### src/rtl/wam_lvl_ctl.sv
// wam_lvl_ctl - debounced, saturating game level controller.
//
// Holds the current level (0..LVL_MAX) and moves it one step easier on a
// debounced lft press, one step harder on a debounced rgt press or a rising
// edge of the score carry cout0. A ld strobe loads ld_lvl directly (clamped
// to LVL_MAX). The level never wraps at either end.
//
// Optional build macro: WAM_LVL_AUTOREP_EN adds hold-to-repeat on lft/rgt.
//
// Ports:
//   clk_19  in   1      game tick clock
//   clr     in   1      asynchronous active-high reset
//   lft     in   1      raw button, easier
//   rgt     in   1      raw button, harder
//   cout0   in   1      score carry (synchronous), harder on rising edge
//   ld      in   1      one-cycle load strobe
//   ld_lvl  in   LVL_W  level to load
//   hrdn    out  LVL_W  current level
//   at_min  out  1      hrdn == 0
//   at_max  out  1      hrdn == LVL_MAX
//   chg     out  1      one-cycle pulse when hrdn changed

// Per-button synchroniser plus debounce FSM; ev is a one-cycle press event.
module wam_lvl_db #(
  parameter int unsigned DB_CNT  = 4,
  parameter int unsigned DB_W    = 4
`ifdef WAM_LVL_AUTOREP_EN
  ,
  parameter int unsigned REP_DLY = 16,
  parameter int unsigned REP_PER = 4,
  parameter int unsigned REP_W   = 6
`endif
) (
  input  logic clk_19,
  input  logic clr,
  input  logic raw,
  output logic ev
);

  typedef enum logic [1:0] {IDLE, FILT, HELD} db_state_t;

  db_state_t       st, st_nxt;
  logic            s1, sync;
  logic [DB_W-1:0] cnt, cnt_nxt;
`ifdef WAM_LVL_AUTOREP_EN
  logic [REP_W-1:0] rcnt, rcnt_nxt;
  logic             armed, armed_nxt;
`endif

  always_ff @(posedge clk_19 or posedge clr) begin
    if (clr) begin
      s1    <= 1'b0;
      sync  <= 1'b0;
      st    <= IDLE;
      cnt   <= '0;
`ifdef WAM_LVL_AUTOREP_EN
      rcnt  <= '0;
      armed <= 1'b0;
`endif
    end else begin
      s1    <= raw;
      sync  <= s1;
      st    <= st_nxt;
      cnt   <= cnt_nxt;
`ifdef WAM_LVL_AUTOREP_EN
      rcnt  <= rcnt_nxt;
      armed <= armed_nxt;
`endif
    end
  end

  // The accepting event is combinational on the last FILT cycle so the level
  // updates on the same edge that moves the FSM into HELD.
  always_comb begin
    st_nxt    = st;
    cnt_nxt   = cnt;
    ev        = 1'b0;
`ifdef WAM_LVL_AUTOREP_EN
    rcnt_nxt  = '0;
    armed_nxt = 1'b0;
`endif
    case (st)
      IDLE: begin
        if (sync) begin
          st_nxt  = FILT;
          cnt_nxt = DB_W'(1);
        end
      end
      FILT: begin
        if (!sync) begin
          st_nxt  = IDLE;
          cnt_nxt = '0;
        end else if (cnt == DB_W'(DB_CNT)) begin
          ev      = 1'b1;
          st_nxt  = HELD;
          cnt_nxt = '0;
        end else begin
          cnt_nxt = cnt + DB_W'(1);
        end
      end
      HELD: begin
        if (!sync) begin
          st_nxt = IDLE;
        end
`ifdef WAM_LVL_AUTOREP_EN
        // rcnt counts held cycles since entry (or since the last repeat);
        // armed selects the first-repeat delay versus the repeat period.
        else if (rcnt == (armed ? REP_W'(REP_PER - 1) : REP_W'(REP_DLY - 1))) begin
          ev        = 1'b1;
          armed_nxt = 1'b1;
        end else begin
          rcnt_nxt  = rcnt + REP_W'(1);
          armed_nxt = armed;
        end
`endif
      end
      default: st_nxt = IDLE;
    endcase
  end

endmodule

module wam_lvl_ctl #(
  parameter int unsigned LVL_W   = 4,
  parameter int unsigned LVL_MAX = 10,
  parameter int unsigned DB_CNT  = 4,
  parameter int unsigned DB_W    = 4,
  parameter int unsigned REP_DLY = 16,
  parameter int unsigned REP_PER = 4,
  parameter int unsigned REP_W   = 6
) (
  input  logic             clk_19,
  input  logic             clr,
  input  logic             lft,
  input  logic             rgt,
  input  logic             cout0,
  input  logic             ld,
  input  logic [LVL_W-1:0] ld_lvl,
  output logic [LVL_W-1:0] hrdn,
  output logic             at_min,
  output logic             at_max,
  output logic             chg
);

  localparam logic [LVL_W-1:0] LVL_TOP = LVL_W'(LVL_MAX);

  generate
    if (LVL_MAX >= 2**LVL_W || DB_CNT < 1 || DB_CNT >= 2**DB_W ||
        REP_DLY < 1 || REP_PER < 1 ||
        REP_DLY >= 2**REP_W || REP_PER >= 2**REP_W) begin : g_bad_params
      $error("wam_lvl_ctl: parameter out of range");
    end
  endgenerate

  logic             ev_l, ev_r, ev_c, ev_e, ev_h;
  logic             c_d;
  logic [LVL_W-1:0] nxt;

  wam_lvl_db #(
    .DB_CNT  (DB_CNT),
    .DB_W    (DB_W)
`ifdef WAM_LVL_AUTOREP_EN
    ,
    .REP_DLY (REP_DLY),
    .REP_PER (REP_PER),
    .REP_W   (REP_W)
`endif
  ) u_db_lft (
    .clk_19 (clk_19),
    .clr    (clr),
    .raw    (lft),
    .ev     (ev_l)
  );

  wam_lvl_db #(
    .DB_CNT  (DB_CNT),
    .DB_W    (DB_W)
`ifdef WAM_LVL_AUTOREP_EN
    ,
    .REP_DLY (REP_DLY),
    .REP_PER (REP_PER),
    .REP_W   (REP_W)
`endif
  ) u_db_rgt (
    .clk_19 (clk_19),
    .clr    (clr),
    .raw    (rgt),
    .ev     (ev_r)
  );

  assign ev_c = cout0 & ~c_d;
  assign ev_e = ev_l;
  assign ev_h = ev_r | ev_c;

  // Priority ld > easier > harder; a losing harder event is simply dropped.
  always_comb begin
    nxt = hrdn;
    if (ld) begin
      nxt = (ld_lvl > LVL_TOP) ? LVL_TOP : ld_lvl;
    end else if (ev_e) begin
      if (hrdn != '0) nxt = hrdn - LVL_W'(1);
    end else if (ev_h) begin
      if (hrdn < LVL_TOP) nxt = hrdn + LVL_W'(1);
    end
  end

  always_ff @(posedge clk_19 or posedge clr) begin
    if (clr) begin
      hrdn   <= '0;
      at_min <= 1'b1;
      at_max <= 1'b0;
      chg    <= 1'b0;
      c_d    <= 1'b0;
    end else begin
      hrdn   <= nxt;
      at_min <= (nxt == '0);
      at_max <= (nxt == LVL_TOP);
      chg    <= (nxt != hrdn);
      c_d    <= cout0;
    end
  end

endmodule
### config.mk
export PLATFORM = sky130hd
export DESIGN_NAME = wam_lvl_ctl
export DESIGN_NICKNAME = d
export VERILOG_FILES = /design/src/rtl/wam_lvl_ctl.sv
export SDC_FILE = /design/constraint.sdc
export NUM_CORES = 1
export LEC_CHECK = 0
export CAP_MARGIN = 20
export CORE_MARGIN = 2
export CORE_UTILIZATION = 50
export CTS_CLUSTER_SIZE = 25
export DETAILED_ROUTE_END_ITERATION = 7
export PLACE_DENSITY = 0.81
export SETUP_SLACK_MARGIN = 0.4
export SYNTH_ARGS = -nofsm -noshare
export SYNTH_HDL_FRONTEND = slang
export SYNTH_SLANG_ARGS = --single-unit
### constraint.sdc
create_clock -name clk_19 -period 6.5 [get_ports clk_19]
set_clock_uncertainty 0.05 [all_clocks]
set_input_delay 1.3 -clock clk_19 [delete_from_list [all_inputs] [get_ports clk_19]]
set_output_delay 1.3 -clock clk_19 [all_outputs]
set_load 0.005 [all_outputs]
==> reports/results.txt <==
status: finished with violations
failing checks: design-rule violations
CTS buffer count: 3
Synth-to-Final Area Change: 12.54%
Post-CTS Resized: 0
CP max stage delay: 610 ps
Syn. warnings: 0
Max Cap Viol: 0
Final Hold Vio Count: 0
Root Buffer Master: clkbuf_4
Detailed Route WL: 2925 um
M3 GR Usage: 0.03077
Crit path required time: 5150 ps
Max IR drop VDD: 0.0001402 V
Simple-Gate Fraction of Synth Area: 0.2375
Crit Path Max Fanout: 11
worst-path cell chain: clkdlybuf4s50_1
nets: 184
grt total ovfl: 0
Final HPWL DP: 2173 um
final slew viol count: 0
1st-iter DRT viols: 79
Slowest-stage cell, CP: dfrtp_1
worst path buffer plus inverter count: 1
Total Die Area: 0.003468 mm^2
Synth Area in Adders: 0.04983
Mean Syn Cell Area: 9.846 um^2
top cell type by total area after synthesis: dfrtp_1
RePlAce Congestion: 0.8412
post-synth top area share: 0.3821
period utilization: 0.4365
setup bufs post-CTS: 0
largest family of logic cells by synthesized area: simple AND/OR/NAND/NOR gates
Synth Flop Type: dfrtp_1
Setup TNS: 0 ps
routing usage on met2: 0.3032
vias in the first global route: 1,148
Vias/cell: 5.778
commonest non-fill, non-tap cell in the layout: dfrtp_1
fmax: 352.4 MHz
Die H: 58.89 um
grt met1 use: 0.2906
Buffers on Ports: 16
final setup violating endpoints: 0
final hold slack: 321.0 ps
pwr/cell area: 201.8 mW/mm^2
synthesized cell area: 0.001506 mm^2
Die X: 58.89 um
Layout fillers: 261
total global-route track usage: 0.1968
Critical Path Sink Type: primary output
clock buffer depth: 2
leakage: 0.7083 nW
fraction of layout cells with a size suffix above 1: 0.1138
area of the core: 0.002805 mm^2
Synth Instances: 153
Remaining DRCs: 2
post-synthesis compound-gate area fraction: 0.2010
ranking of synthesized cells by area: dfrtp_1, ha_1, a21oi_1, nand2_1, mux2i_1
EDFF count, synth: 0
critical path data arrival time: 1490 ps
Net Count, Synth: 169
Async S/R FF share, synth: 1.000
multiplexer area fraction after synthesis: 0.03322
htree depth: 1
slew margin rel.: 0.3933
min cycle time layout: 2838 ps
Yosys cell types: 45
CTS Sinks: 24
most frequent cells in the layout: dfrtp_1, clkdlybuf4s50_1, nand2_1, a21oi_1, inv_1
largest net degree at the start of global routing: 25
Avg WL per Cell: 14.77 um
Post-Synth XOR/XNOR Area: 0.02326
remaining antenna violation count: 0
unrepaired setup endpoints after global routing: false
row cnt: 19
initial antenna violation count: 0
Crit Path Class: reg2out
IO Pins: 17
CTS tree: done
clock slew seen by the registers of the worst setup and hold paths: 130 ps
min-delay worst type: reg2reg
Critical Path Start Type: flop
Worst Tran Pin Value: 909.0 ps
global route hottest layer: met2
Hold Buf Count CTS: 0
DR vias: 1,144
CP top delay family: flip-flops
number of synthesized register bits: 24
Initial Utilization: 0.5370
Skew-Pair Late Insertion Delay: 300 ps
Antenna diodes: 0
drt first pass iters: 8
sequential cell area fraction in the yosys report: 0.3995
first-pass GRT wire length: 5306 um
area by class of cell:
class | count | area [um^2] | share of cell area
tap | 31 | 38.79 | 0.02288
inverter | 10 | 37.54 | 0.02214
sequential | 24 | 601.8 | 0.3550
multi-input combinational | 113 | 820.8 | 0.4841
timing repair buffer | 16 | 160.2 | 0.09446
clock buffer | 4 | 36.28 | 0.02140
synthesized netlist by cell type (4+ instances only):
master,count
o21ai_0,9
nor3_1,6
a21oi_1,12
dfrtp_1,23
nor2_1,7
nand2b_1,5
nand3_1,4
inv_1,10
nand2_1,14
ha_1,6
mux2i_1,5
xnor2_1,4
where the power goes:
part | switching [mW] | internal (mW)
clock network | 0.0438 | 0.0341
logic | 0.0415 | 0.0430
registers | 0.0179 | 0.162
flip-flops by register name, summed over array words and instances, names as in the netlist:
name	count
at_max	1
at_min	1
c_d	1
chg	1
hrdn	4
u_db_lft.cnt	4
u_db_lft.s1	1
u_db_lft.st	2
u_db_lft.sync	1
u_db_rgt.cnt	4
u_db_rgt.s1	1
u_db_rgt.st	2
u_db_rgt.sync	1
stage by stage:
| stage | setup WS [ps] | cells | utilization | area [um^2] | power [mW] |
|---|---|---|---|---|---|
| 2_1_floorplan | 3950 | 153 | - | 1506 | 0.2390 |
| 3_3_place_gp | 3409 | 194 | 0.5914 | 1659 | 0.2627 |
| 3_5_place_dp | 3344 | 194 | 0.5914 | 1659 | 0.2667 |
| 4_1_cts | 3645 | 198 | 0.6044 | 1695 | 0.3448 |
| 5_1_grt | 3559 | 198 | 0.6044 | 1695 | 0.3657 |
| 6_report | 3663 | 198 | 0.6044 | 1695 | 0.3421 |
metal layers:
| layer | routed length (um) | share of wire |
|---|---|---|
| met5 | 0 | 0 |
| met4 | 19 | 0.0065 |
| met3 | 160 | 0.055 |
| met2 | 1288 | 0.44 |
| met1 | 1456 | 0.50 |
cells by family after synthesis:
kind of cell	Yosys count
adders and majority gates	6
DFF	24
AOI/OAI and AO/OA	41
muxes	5
xor gates and xnor gates	4
and+or+nand+nor	57
buffers and inverters	16
worst paths after layout:
| check | to | depth (start not counted) | startpoint | slack, ps |
|---|---|---|---|---|
| max | hrdn[2] | 1 | hrdn[2] | 3660 |
| min | u_db_lft.sync | 0 | u_db_lft.s1 | 320 |
| max reg2reg | at_max | 7 | hrdn[1] | 4260 |
| min reg2reg | u_db_lft.sync | 0 | u_db_lft.s1 | 320 |
| max in group asynchronous | hrdn[0] | 2 | clr | 4410 |
| min in group asynchronous | u_db_lft.s1 | 2 | clr | 1440 |
Power figures use the tool's default switching activity.
